<file path="config.mk">
export PLATFORM = sky130hd
export DESIGN_NAME = control_main_fsm_flat
export DESIGN_NICKNAME = d
export VERILOG_FILES = /design/src/rtl/control_pkg.sv /design/src/rtl/control_main_fsm_if.sv /design/src/rtl/control_alu_decoder.sv /design/src/rtl/control_main_fsm.sv /design/src/flat_wrapper.sv
export SDC_FILE = /design/constraint.sdc
export NUM_CORES = 1
export LEC_CHECK = 0
export ABC_AREA = 1
export BUFFER_PORTS_ARGS = -buffer_cell sky130_fd_sc_hd__buf_2
export CORE_AREA = 2 2 39 41
export DETAILED_ROUTE_END_ITERATION = 10
export DIE_AREA = 0 0 41 43
export PLACE_DENSITY = 0.83
export SLEW_MARGIN = 40
export SYNTH_ARGS = -nofsm -noshare
export SYNTH_HDL_FRONTEND = slang
export SYNTH_SLANG_ARGS = --single-unit
</file>
<file path="constraint.sdc">
create_clock -name clk -period 2.25 [get_ports clk]
set_clock_uncertainty 0.1 [all_clocks]
set_input_delay 0.225 -clock clk [delete_from_list [all_inputs] [get_ports clk]]
set_output_delay 0.225 -clock clk [all_outputs]
set_load 0.05 [all_outputs]
</file>
<file path="src/rtl/control_pkg.sv">
// control_pkg: shared state, opcode, cmd and datapath-select encodings for the ARM-subset control path.
package control_pkg;
  typedef enum logic [3:0] {
    S_FETCH, S_DECODE, S_MEMADR, S_MEMREAD, S_MEMWB,
    S_MEMWRITE, S_EXECR, S_EXECI, S_ALUWB, S_BRANCH
  } state_t;
  localparam logic [1:0] OP_DP   = 2'b00;
  localparam logic [1:0] OP_MEM  = 2'b01;
  localparam logic [1:0] OP_BR   = 2'b10;
  localparam logic [1:0] OP_ILL  = 2'b11;
  localparam logic [3:0] CMD_AND = 4'b0000;
  localparam logic [3:0] CMD_SUB = 4'b0010;
  localparam logic [3:0] CMD_ADD = 4'b0100;
  localparam logic [3:0] CMD_CMP = 4'b1010;
  localparam logic [3:0] CMD_ORR = 4'b1100;
  localparam logic [1:0] SRCB_RM   = 2'b00;
  localparam logic [1:0] SRCB_IMM  = 2'b01;
  localparam logic [1:0] SRCB_FOUR = 2'b10;
  localparam logic [1:0] RES_ALUOUT = 2'b00;
  localparam logic [1:0] RES_RDATA  = 2'b01;
  localparam logic [1:0] RES_ALU    = 2'b10;
  localparam logic [1:0] ALU_ADD = 2'b00;
  localparam logic [1:0] ALU_SUB = 2'b01;
  localparam logic [1:0] ALU_AND = 2'b10;
  localparam logic [1:0] ALU_ORR = 2'b11;
endpackage

</file>
<file path="src/rtl/control_main_fsm_if.sv">
// control_main_fsm_if: instruction fields and memory handshake in, datapath controls out.
interface control_main_fsm_if;
  logic [1:0] op;
  logic [5:0] funct;
  logic [3:0] rd;
  logic       mem_ready;
  logic       irwrite;
  logic       nextpc;
  logic       adrsrc;
  logic       alusrca;
  logic [1:0] alusrcb;
  logic [1:0] resultsrc;
  logic [1:0] immsrc;
  logic [1:0] regsrc;
  logic [1:0] alucontrol;
  logic [1:0] flagw;
  logic       pcs;
  logic       regw;
  logic       memw;
  logic       illegal;
  modport master (
    input  op, funct, rd, mem_ready,
    output irwrite, nextpc, adrsrc, alusrca, alusrcb, resultsrc, immsrc,
           regsrc, alucontrol, flagw, pcs, regw, memw, illegal
  );
  modport slave (
    output op, funct, rd, mem_ready,
    input  irwrite, nextpc, adrsrc, alusrca, alusrcb, resultsrc, immsrc,
           regsrc, alucontrol, flagw, pcs, regw, memw, illegal
  );
endinterface

</file>
<file path="src/rtl/control_alu_decoder.sv">
// control_alu_decoder: maps execute phase, cmd and S to ALU operation and raw flag-write enables.
module control_alu_decoder
  import control_pkg::*;
(
  input  logic       exec,
  input  logic [3:0] cmd,
  input  logic       s,
  output logic [1:0] alucontrol,
  output logic [1:0] flagw
);
  logic       cmp;
  logic [1:0] alu;
  assign cmp = cmd == CMD_CMP;
  assign alu = (cmd == CMD_SUB || cmp) ? ALU_SUB :
               cmd == CMD_AND ? ALU_AND :
               cmd == CMD_ORR ? ALU_ORR : ALU_ADD;
  assign alucontrol = exec ? alu : ALU_ADD;
  // CV flags only make sense for arithmetic ops; compare always updates all flags
  assign flagw = !exec ? 2'b00 : cmp ? 2'b11 : {s, s & ~alu[1]};
endmodule

</file>
<file path="src/rtl/control_main_fsm.sv">
// control_main_fsm: multicycle main controller sequencing fetch/decode/execute/memory/writeback.
module control_main_fsm
  import control_pkg::*;
(
  input logic clk,
  input logic rst,
  control_main_fsm_if.master bus
);
  state_t     state;
  logic       exec;
  logic       cmp;
  logic       wb;
  logic       fetch;
  logic [1:0] dec_alu;
  logic [1:0] dec_flagw;
  assign fetch = state == S_FETCH;
  assign exec  = state == S_EXECR || state == S_EXECI;
  assign wb    = state == S_ALUWB || state == S_MEMWB;
  assign cmp   = bus.funct[4:1] == CMD_CMP;
  control_alu_decoder u_alu (
    .exec      (exec),
    .cmd       (bus.funct[4:1]),
    .s         (bus.funct[0]),
    .alucontrol(dec_alu),
    .flagw     (dec_flagw)
  );
  always_ff @(posedge clk or negedge rst)
    if (!rst) state <= S_FETCH;
    else
      case (state)
        S_FETCH:          if (bus.mem_ready) state <= S_DECODE;
        S_DECODE:         state <= bus.op == OP_DP  ? (bus.funct[5] ? S_EXECI : S_EXECR) :
                                   bus.op == OP_MEM ? S_MEMADR :
                                   bus.op == OP_BR  ? S_BRANCH : S_FETCH;
        S_EXECR, S_EXECI: state <= cmp ? S_FETCH : S_ALUWB;
        S_MEMADR:         state <= bus.funct[0] ? S_MEMREAD : S_MEMWRITE;
        S_MEMREAD:        if (bus.mem_ready) state <= S_MEMWB;
        S_MEMWRITE:       if (bus.mem_ready) state <= S_FETCH;
        default:          state <= S_FETCH;
      endcase
  // strobes are qualified by rst so nothing is written while reset is held
  assign bus.irwrite    = rst & fetch & bus.mem_ready;
  assign bus.nextpc     = rst & fetch & bus.mem_ready;
  assign bus.adrsrc     = state == S_MEMREAD || state == S_MEMWRITE;
  assign bus.alusrca    = fetch || state == S_DECODE;
  assign bus.alusrcb    = (fetch || state == S_DECODE) ? SRCB_FOUR :
                          (state == S_EXECI || state == S_MEMADR || state == S_BRANCH) ? SRCB_IMM : SRCB_RM;
  assign bus.resultsrc  = (fetch || state == S_DECODE || state == S_BRANCH) ? RES_ALU :
                          state == S_MEMWB ? RES_RDATA : RES_ALUOUT;
  assign bus.immsrc     = bus.op;
  assign bus.regsrc     = {bus.op == OP_MEM, bus.op == OP_BR};
  assign bus.alucontrol = dec_alu;
  assign bus.flagw      = rst ? dec_flagw : 2'b00;
  assign bus.pcs        = rst & (state == S_BRANCH || (wb && bus.rd == 4'd15));
  assign bus.regw       = rst & wb;
  assign bus.memw       = rst & (state == S_MEMWRITE);
  assign bus.illegal    = rst & (state == S_DECODE) & (bus.op == OP_ILL);
endmodule

</file>
<file path="src/flat_wrapper.sv">
// flat-port wrapper written by rule: the top's interface ports become plain ports
module control_main_fsm_flat import control_pkg::*;
  (clk, rst, bus_op, bus_funct, bus_rd, bus_mem_ready, bus_irwrite, bus_nextpc, bus_adrsrc, bus_alusrca, bus_alusrcb, bus_resultsrc, bus_immsrc, bus_regsrc, bus_alucontrol, bus_flagw, bus_pcs, bus_regw, bus_memw, bus_illegal);
  control_main_fsm_if bus_i ();
  input logic clk;
  input logic rst;
  input wire logic [$bits(bus_i.op)-1:0] bus_op;
  input wire logic [$bits(bus_i.funct)-1:0] bus_funct;
  input wire logic [$bits(bus_i.rd)-1:0] bus_rd;
  input wire logic [$bits(bus_i.mem_ready)-1:0] bus_mem_ready;
  output wire logic [$bits(bus_i.irwrite)-1:0] bus_irwrite;
  output wire logic [$bits(bus_i.nextpc)-1:0] bus_nextpc;
  output wire logic [$bits(bus_i.adrsrc)-1:0] bus_adrsrc;
  output wire logic [$bits(bus_i.alusrca)-1:0] bus_alusrca;
  output wire logic [$bits(bus_i.alusrcb)-1:0] bus_alusrcb;
  output wire logic [$bits(bus_i.resultsrc)-1:0] bus_resultsrc;
  output wire logic [$bits(bus_i.immsrc)-1:0] bus_immsrc;
  output wire logic [$bits(bus_i.regsrc)-1:0] bus_regsrc;
  output wire logic [$bits(bus_i.alucontrol)-1:0] bus_alucontrol;
  output wire logic [$bits(bus_i.flagw)-1:0] bus_flagw;
  output wire logic [$bits(bus_i.pcs)-1:0] bus_pcs;
  output wire logic [$bits(bus_i.regw)-1:0] bus_regw;
  output wire logic [$bits(bus_i.memw)-1:0] bus_memw;
  output wire logic [$bits(bus_i.illegal)-1:0] bus_illegal;
  assign bus_i.op = bus_op;
  assign bus_i.funct = bus_funct;
  assign bus_i.rd = bus_rd;
  assign bus_i.mem_ready = bus_mem_ready;
  assign bus_irwrite = bus_i.irwrite;
  assign bus_nextpc = bus_i.nextpc;
  assign bus_adrsrc = bus_i.adrsrc;
  assign bus_alusrca = bus_i.alusrca;
  assign bus_alusrcb = bus_i.alusrcb;
  assign bus_resultsrc = bus_i.resultsrc;
  assign bus_immsrc = bus_i.immsrc;
  assign bus_regsrc = bus_i.regsrc;
  assign bus_alucontrol = bus_i.alucontrol;
  assign bus_flagw = bus_i.flagw;
  assign bus_pcs = bus_i.pcs;
  assign bus_regw = bus_i.regw;
  assign bus_memw = bus_i.memw;
  assign bus_illegal = bus_i.illegal;
  control_main_fsm u_core (.clk(clk), .rst(rst), .bus(bus_i));
endmodule
</file>
==> results.yml, run 1 <==
run_status:
  status: "completed"
sta:
  slew_headroom_pct: 83.5
  rsz0062_at_grt: "false"
  min_period_ns: 1.97
  finalSetupTns_ns: 0
  max_freq_ghz: 0.508
  worst_pin_slew_ns: 0.247
  finalCritPeriodShare_pct: 87.4
  maxSlewViolCount: 0
  hold_viol: 0
  final-setup-viol-count: 0
floorplan:
  ios: 35
  die_area_sq_mm: 0.00176
  die_h_um: 43
  core_sq_mm: 0.00138
  core.rowCount: 14
  start_util_pct: 36.9
  fp.dieW_um: 41
place:
  dpl.cell_count: 133
  dpl.hpwl_mm: 1.10
  numPortBuffers: 34
  placed_area_sq_um: 676
  gp_congestion: 0.930
clock_network:
  htree_levels: 1
  root_buffer: "clkbuf_4"
  clock-sinks: 4
  postCtsHoldBufs: 1
  cts_buffers: 3
  cts_resized: 0
  clk_pin_slew_ns: 0.04
  tritoncts: "built"
  cts_max_path_buffers: 2
  clk_latency_ns: 0.23
  post_cts_buffers: 0
logic_synthesis:
  synth.avg_cell_area_sq_um: 5.87
  synth_fa_ha_area_share_pct: 0
  synth_compound_area_share_pct: 10.8
  ys_types: 23
  synth_cells: 87
  synth_nets: 102
  ys.warnings.count: 0
  yosysSeqAreaShare_pct: 19.6
  synthMuxAreaShare_pct: 0
  ys_ff_latch: 4
  synth_top_family_by_area: "simple AND/OR/NAND/NOR gates"
  syn_area_sq_um: 510
  synth_xor_area_share_pct: 1.72
  synth_simple_gate_area_share_pct: 51.7
hold_path:
  hold_depth: 2
  hold_class: "in2reg"
  min_from: "bus_mem_ready"
routing:
  drc: 0
  num_vias: 637
  first_iter_violations: 18
  drt_wl_total_mm: 1.28
  vias_per_cell: 4.65
  antenna_left: 0
  drt_pass1_iterations: 4
  wire_per_inst_um: 9.31
finish:
  fillers: 158
  largest_register_ffs: 4
  drive_gt1_share_pct: 39.7
  syn_to_final_growth_pct: 38.7
  antennaDiodeCount: 0
  largestRegisters: "u_core.state: 4 flops"
  utilization_pct: 51.2
  largest-register: "u_core.state"
  finalNetCount: 138
  final_cell_area_sq_um: 708
  final_cells: 137
job:
  max-cap-violations: 0
worst_setup_path:
  cp.arrival_ns: 1.64
  worst-path-max-fanout: 8
  r2r-start: "u_core.state[3]"
  worstSetupEndpointType: "output pin"
  worstSetupPathType: "in2out"
  worstRegToRegCells: 6
  critPathRequiredTime_ns: 1.92
  worst_path_most_repeated_cell: "buf_2"
  crit_chain: "dlygate4sd3_1, buf_2, inv_1, nor4_2, buf_2"
  crit_path_start_kind: "input pin"
  cp_slowest_cell: "dlygate4sd3_1"
  max_stage_delay_ns: 0.52
  startpoint: "rst"
global_route:
  grt_pass1_wl_mm: 1.98
  first_global_vias: 515
  grt_max_degree: 9
  antenna_found_initial: 0
  overflow: 0
  grt.total_usage_pct: 15.9
power:
  pwr_density_cell_mw_per_mm2: 1450
  vdd_ir_drop_max_mv: 0.822
  p_leak_nw: 0.424
==> logic make-up after synthesis <==
family                    count (synthesis)
and+or+nand+nor                          55
buffers and inverters                    18
AOI/OAI and AO/OA                         9
DFF                                       4
xor gates and xnor gates                  1
==> where the power goes <==
| group | switching (mW) | leakage, nW | internal (mW) |
|---|---|---|---|
| Sequential | 0.0488 | 0.0517 | 0.103 |
| Clock | 0.0278 | 0.0138 | 0.0596 |
| Combinational | 0.597 | 0.359 | 0.187 |
==> synthesized netlist by cell type <==
master,number,share of area (%)
and3_1,1,1.2
o31ai_2,1,2.5
and2_1,1,1.2
nand2_2,2,2.5
xnor2_1,1,1.7
o21ai_1,3,2.9
nand2_1,24,18
nand3_1,9,8.8
nor2_2,1,1.2
o21ai_0,1,0.98
dfrtp_1,4,20
inv_2,2,1.5
a21oi_1,3,2.9
nor2_1,11,8.1
nor2_4,2,4.4
buf_4,4,5.9
clkinv_1,1,0.73
o211ai_1,1,1.5
nand3_2,1,2.0
nor3_1,1,0.98
nor4_2,1,2.5
nand4_1,1,1.2
inv_1,11,8.1
==> critical path: cells and delay by family <==
kind,cells,cell delay [ns]
simple gates,1,0.27
buf+inv,4,1.14
==> path summary, 6_finish.rpt <==
path,slack [ns],end
worst max-delay path,0.28,bus_illegal
worst min-delay path,0.12,u_core.state[1]
worst max register to register,0.97,u_core.state[2]
worst min register to register,0.49,u_core.state[0]
max in group asynchronous,1.64,u_core.state[3]
min in group asynchronous,0.26,u_core.state[0]
==> final cells by class <==
cell class / count / area (sq um) / share of cell area [%]
clock buffer: 3 / 22.5 / 3.18
inverter: 14 / 52.6 / 7.42
multi-input combinational: 65 / 333 / 47.0
sequential: 4 / 100 / 14.1
tap: 16 / 20.0 / 2.83
timing repair buffer: 35 / 180 / 25.4
==> routing by layer <==
metal,routed length (um),share of wire [%],global-route usage (%),vias up
met3,98,7.7,4.71,0
li1,-,-,-,341
met2,627,49,24.4,21
met4,0,0,4.00,0
met5,0,0,0,-
met1,551,43,21.0,275
==> placed cells by master (no fill, tap or decap), types with 2 or more instances in the layout <==
cell and instances:
inv_1 11, clkbuf_4 3, buf_2 34, nor2_4 2, nand2_1 24, a21oi_1 3
nor2_1 11, dfrtp_1 4, nand3_1 9, o21ai_1 3, inv_2 2, nand2_2 2
==> through the flow <==
step,hold WS (ns),setup WS [ns],power [mW]
floorplan,-0.171,0.211,0.804
global placement,-0.0405,0.655,0.940
detailed placement,-0.0365,0.635,0.940
CTS,0.113,0.264,1.03
global route,0.112,0.171,1.11
finish,0.117,0.283,1.02
(Power assumes the default switching activity.)
==> run 2: changes to the inputs <==
--- a/config.mk
+++ b/config.mk
@@ -10,7 +10,7 @@
 export CORE_AREA = 2 2 39 41
 export DETAILED_ROUTE_END_ITERATION = 10
 export DIE_AREA = 0 0 41 43
-export PLACE_DENSITY = 0.83
+export PLACE_DENSITY_LB_ADDON = 0.15
 export SLEW_MARGIN = 40
 export SYNTH_ARGS = -nofsm -noshare
 export SYNTH_HDL_FRONTEND = slang
==> run 2 against run 1 <==
  * Worst setup slack worse by 0.014 ns
  * Via count rose by 0.31%
  * Final cell count stayed put
  * Sequential power is essentially flat
  * Register-to-register slack about the same
==> results.yml, run 2 (synthesized netlist as in run 1, its figures left out) <==
clock_network:
  htree_levels: 1
  cts_max_path_buffers: 2
  clk_pin_slew_ns: 0.04
  clk_latency_ns: 0.24
  cts_buffers: 3
  clock-sinks: 4
  root_buffer: "clkbuf_4"
  tritoncts: "built"
floorplan:
  start_util_pct: 36.9
  core_sq_mm: 0.00138
  fp.dieW_um: 41
  die_h_um: 43
  ios: 35
  core.rowCount: 14
  die_area_sq_mm: 0.00176
routing:
  drc: 0
  drt_pass1_iterations: 4
  vias_per_cell: 4.66
  wire_per_inst_um: 9.74
  first_iter_violations: 7
  antenna_left: 0
  drt_wl_total_mm: 1.33
  num_vias: 639
run_status:
  status: "completed"
finish:
  fillers: 154
  final_cell_area_sq_um: 708
  largest_register_ffs: 4
  most-common-layout-cells: "34 x buf_2, 24 x nand2_1, 11 x inv_1, 11 x nor2_1, 9 x nand3_1"
  syn_to_final_growth_pct: 38.7
  largestRegisters: "u_core.state: 4 flops"
  finalNetCount: 138
  drive_gt1_share_pct: 39.7
  multi_input_area_sq_um: 333
  final_common_cell: "buf_2"
  regArea_sq_um: 100
  antennaDiodeCount: 0
  largest-register: "u_core.state"
  utilization_pct: 51.2
sta:
  min_period_ns: 1.98
  final-setup-viol-count: 0
  rsz0062_at_grt: "false"
  finalCritPeriodShare_pct: 88.1
  finalSetupTns_ns: 0
  max_freq_ghz: 0.505
  slew_headroom_pct: 82.8
  hold_viol: 0
  worst_pin_slew_ns: 0.258
  maxSlewViolCount: 0
global_route:
  overflow: 0
  grt_pass1_wl_mm: 2.13
  grt.total_usage_pct: 17.2
  antenna_found_initial: 0
  grt_max_degree: 9
  first_global_vias: 567
power:
  p_sw_uw: 677
  total_power_mw: 1.03
  pwr_density_cell_mw_per_mm2: 1450
  vdd_ir_drop_max_mv: 0.564
  power.share.combinational_pct: 76.7
  clkPwrFrac_pct: 8.7
  p_leak_nw: 0.424
  intPower_uw: 351
  seq_power_share_pct: 14.6
  p_sw_share_pct: 65.9
worst_setup_path:
  worstRegToRegCells: 6
  crit_path_start_kind: "input pin"
  worstSetupPathType: "in2out"
  worst_path_most_repeated_cell: "buf_2"
  critPathRequiredTime_ns: 1.92
  worst-path-max-fanout: 8
  max_stage_delay_ns: 0.52
  worstSetupEndpointType: "output pin"
  worstReg2RegEnd: "u_core.state[2]"
  reg2reg_slack_ns: 0.98
  cp.arrival_ns: 1.66
  cp_slowest_cell: "dlygate4sd3_1"
  r2r-start: "u_core.state[1]"
  crit_chain: "dlygate4sd3_1, buf_2, inv_1, nor4_2, buf_2"
place:
  gp_congestion: 0.926
  dpl.hpwl_mm: 1.13
  placed_area_sq_um: 676
  numPortBuffers: 34
hold_path:
  hold_class: "in2reg"
  hold_path_end: "u_core.state[1]"
  min_from: "bus_mem_ready"
  hold_depth: 2
job:
  max-cap-violations: 0
-- run 2: cell counts in the layout (fill, tap and decap cells not counted) --
Identical to the previous run, type by type.
-- run 2: worst max-delay path by stage --
stage,start,to,slack [ns],depth (start not counted)
6_report,rst,bus_illegal,0.27,5
3_3_place_gp,u_core.state[1],bus_pcs,0.66,6
4_1_cts,rst,bus_illegal,0.26,5
2_1_floorplan,u_core.state[3],bus_nextpc,0.21,4
5_1_grt,rst,bus_illegal,0.14,5
3_5_place_dp,u_core.state[1],bus_pcs,0.65,6
-- run 2: per-stage QoR --
step                hold WS [ns]  worst slack, ns  instances
floorplan                 -0.171            0.211         87
detailed placement       -0.0389            0.652        133
finish                     0.127            0.269        137
CTS                        0.117            0.257        137
global route               0.130            0.137        137
global placement         -0.0367            0.657        133
-- run 2: layout make-up --
cell class                 instances  area share, %
timing repair buffer              35           25.4
multi-input combinational         65           47.0
clock buffer                       3           3.18
inverter                          14           7.42
sequential                         4           14.1
tap                               16           2.83
-- run 2: timing repair --
action                                 CTS  global route
endpoints found under the hold margin    4             0
resized for setup                        0             0
setup buffers                            0             0
hold buffers                             1             0
-- run 2: worst max-delay path: cells and delay by family --
family,cells,cell delay [ns]
buffers and inverters,4,1.17
and+or+nand+nor,1,0.27
-- run 2: power by group through the flow --
stage          Sequential, mW  Clock (mW)  Combinational, mW
2_1_floorplan           0.145           0              0.659
3_3_place_gp            0.150           0              0.782
3_5_place_dp            0.150           0              0.789
4_1_cts                 0.150      0.0938              0.792
5_1_grt                 0.157      0.0955              0.850
6_report                0.150      0.0894              0.788
-- run 2: per-layer routing --
layer / track usage [%] / wire length [um]
met5: 0 / 0
met4: 8.00 / 0
met3: 1.57 / 109
met2: 29.7 / 634
met1: 19.7 / 590
==> run 3: changes to the inputs <==
--- a/config.mk
+++ b/config.mk
@@ -6,10 +6,10 @@
 export NUM_CORES = 1
 export LEC_CHECK = 0
 export ABC_AREA = 1
-export BUFFER_PORTS_ARGS = -buffer_cell sky130_fd_sc_hd__buf_2
 export CORE_AREA = 2 2 39 41
 export DETAILED_ROUTE_END_ITERATION = 10
 export DIE_AREA = 0 0 41 43
+export DONT_BUFFER_PORTS = 1
 export PLACE_DENSITY_LB_ADDON = 0.15
 export SLEW_MARGIN = 40
 export SYNTH_ARGS = -nofsm -noshare
==> run 3 against run 2 <==
  * Clock power shrank 3.2%
  * Via count shrank 13%
  * Sequential share of layout area grew 1.6 points
  * Final area shrank 10%
  * Fmax grew 4.4%
==> results.yml, run 3 (synthesized netlist as in run 1, its figures left out) <==
clock_network:
  tritoncts: "built"
  root_buffer: "clkbuf_4"
  clk_pin_slew_ns: 0.04
  clock-sinks: 4
  cts_max_path_buffers: 2
  htree_levels: 1
  clk_latency_ns: 0.23
  cts_buffers: 3
floorplan:
  fp.dieW_um: 41
  die_area_sq_mm: 0.00176
  start_util_pct: 36.9
  ios: 35
  die_h_um: 43
  core_sq_mm: 0.00138
  core.rowCount: 14
routing:
  antenna_left: 0
  num_vias: 559
  wire_per_inst_um: 10.5
  first_iter_violations: 5
  drt_wl_total_mm: 1.21
  vias_per_cell: 4.86
  drc: 0
  drt_pass1_iterations: 4
worst_setup_path:
  worstSetupEndpointType: "output pin"
  cp.buffers_inverters: 1
  crit_path_start_kind: "flop"
  crit_chain: "nor2_1, inv_1, a21oi_1, and2_1"
  worstSetupPathType: "reg2out"
  critPathRequiredTime_ns: 1.92
  reg2reg_slack_ns: 0.93
  crit_family: "simple AND/OR/NAND/NOR gates"
  max_stage_delay_ns: 0.46
  r2r-start: "u_core.state[3]"
  cp_slowest_cell: "dfrtp_1"
  startpoint: "u_core.state[1]"
  cp.arrival_ns: 1.57
  worst-path-max-fanout: 7
finish:
  largest-register: "u_core.state"
  final_cells: 115
  drive_gt1_share_pct: 25.3
  final_common_cell: "nand2_1"
  final_cell_area_sq_um: 637
  antennaDiodeCount: 0
  largestRegisters: "u_core.state: 4 flops"
  finalNetCount: 116
  multi_input_area_sq_um: 339
  regArea_sq_um: 100
  syn_to_final_growth_pct: 24.8
  fillers: 162
  most-common-layout-cells: "24 x nand2_1, 11 x inv_1, 11 x nor2_1, 11 x buf_4, 9 x nand3_1"
  largest_register_ffs: 4
power:
  p_leak_nw: 0.335
  clkPwrFrac_pct: 8.9
  power.share.combinational_pct: 75.5
  p_sw_share_pct: 66.7
  seq_power_share_pct: 15.7
  intPower_uw: 325
  pwr_density_cell_mw_per_mm2: 1530
  p_sw_uw: 652
  vdd_ir_drop_max_mv: 0.570
  total_power_uw: 977
sta:
  hold_viol: 0
  finalSetupTns_ns: 0
  finalCritPeriodShare_pct: 84.4
  fin_ws_ns: 0.352
  max_freq_ghz: 0.527
  slew_headroom_pct: 67.1
  worst_pin_slew_ns: 0.495
  rsz0062_at_grt: "false"
  maxSlewViolCount: 0
  min_period_ns: 1.90
  final-setup-viol-count: 0
global_route:
  grt_pass1_wl_mm: 1.85
  antenna_found_initial: 0
  grt.total_usage_pct: 15.0
  overflow: 0
  grt_max_degree: 8
  first_global_vias: 491
run_status:
  status: "completed"
hold_path:
  hold_class: "in2reg"
  min_from: "bus_mem_ready"
place:
  dp_slack_ns: 0.593
  numPortBuffers: 0
  placed_area_sq_um: 594
  gp_congestion: 0.848
  dpl.hpwl_mm: 1.05
  dpl.cell_count: 110
job:
  max-cap-violations: 0
[run 3: cell types whose count changed in the layout (fill, tap and decap cells not counted), sizes merged]
cell	delta
buf	-23
dlygate4sd3	+1
[run 3: final timing paths]
kind | end | cells past startpoint
hold reg to reg | u_core.state[0] | 2
hold / removal | u_core.state[1] | 1
min in group asynchronous | u_core.state[0] | 1
setup reg to reg | u_core.state[2] | 6
setup / recovery | bus_regw | 4
max in group asynchronous | u_core.state[3] | 1
[run 3: timing repair]
action / 4_1_cts / 5_1_grt
hold buffers: 2 / 0
hold endpoints to repair: 5 / 0
gates resized for setup: 0 / 0
buffers inserted: 0 / 0
[run 3: metrics by stage]
stage	hold slack, ns	util (%)
finish	0.0324	46.0
global route	0.0349	46.0
CTS	0.0271	46.0
detailed placement	-0.170	42.9
global placement	-0.170	42.9
floorplan	-0.171	-
[run 3: routing by layer]
| layer | global-route usage (%) | vias up | share of wire [%] |
|---|---|---|---|
| li1 | - | 298 | - |
| met1 | 17.3 | 235 | 41 |
| met2 | 25.0 | 26 | 48 |
| met3 | 5.24 | 0 | 11 |
| met4 | 4.00 | 0 | 0 |
| met5 | 0 | - | 0 |
[run 3: power by group through the flow]
stage | Clock (mW) | Sequential, mW | Combinational [mW]
5_1_grt | 0.0941 | 0.158 | 0.798
3_5_place_dp | 0 | 0.154 | 0.738
6_report | 0.0865 | 0.153 | 0.738
3_3_place_gp | 0 | 0.153 | 0.738
2_1_floorplan | 0 | 0.145 | 0.659
4_1_cts | 0.0914 | 0.153 | 0.743
[run 3: final cells by class]
| cell class | instances | area share (%) |
|---|---|---|
| sequential | 4 | 15.7 |
| inverter | 14 | 8.25 |
| timing repair buffer | 13 | 16.1 |
| clock buffer | 3 | 3.54 |
| multi-input combinational | 65 | 53.2 |
| tap | 16 | 3.14 |
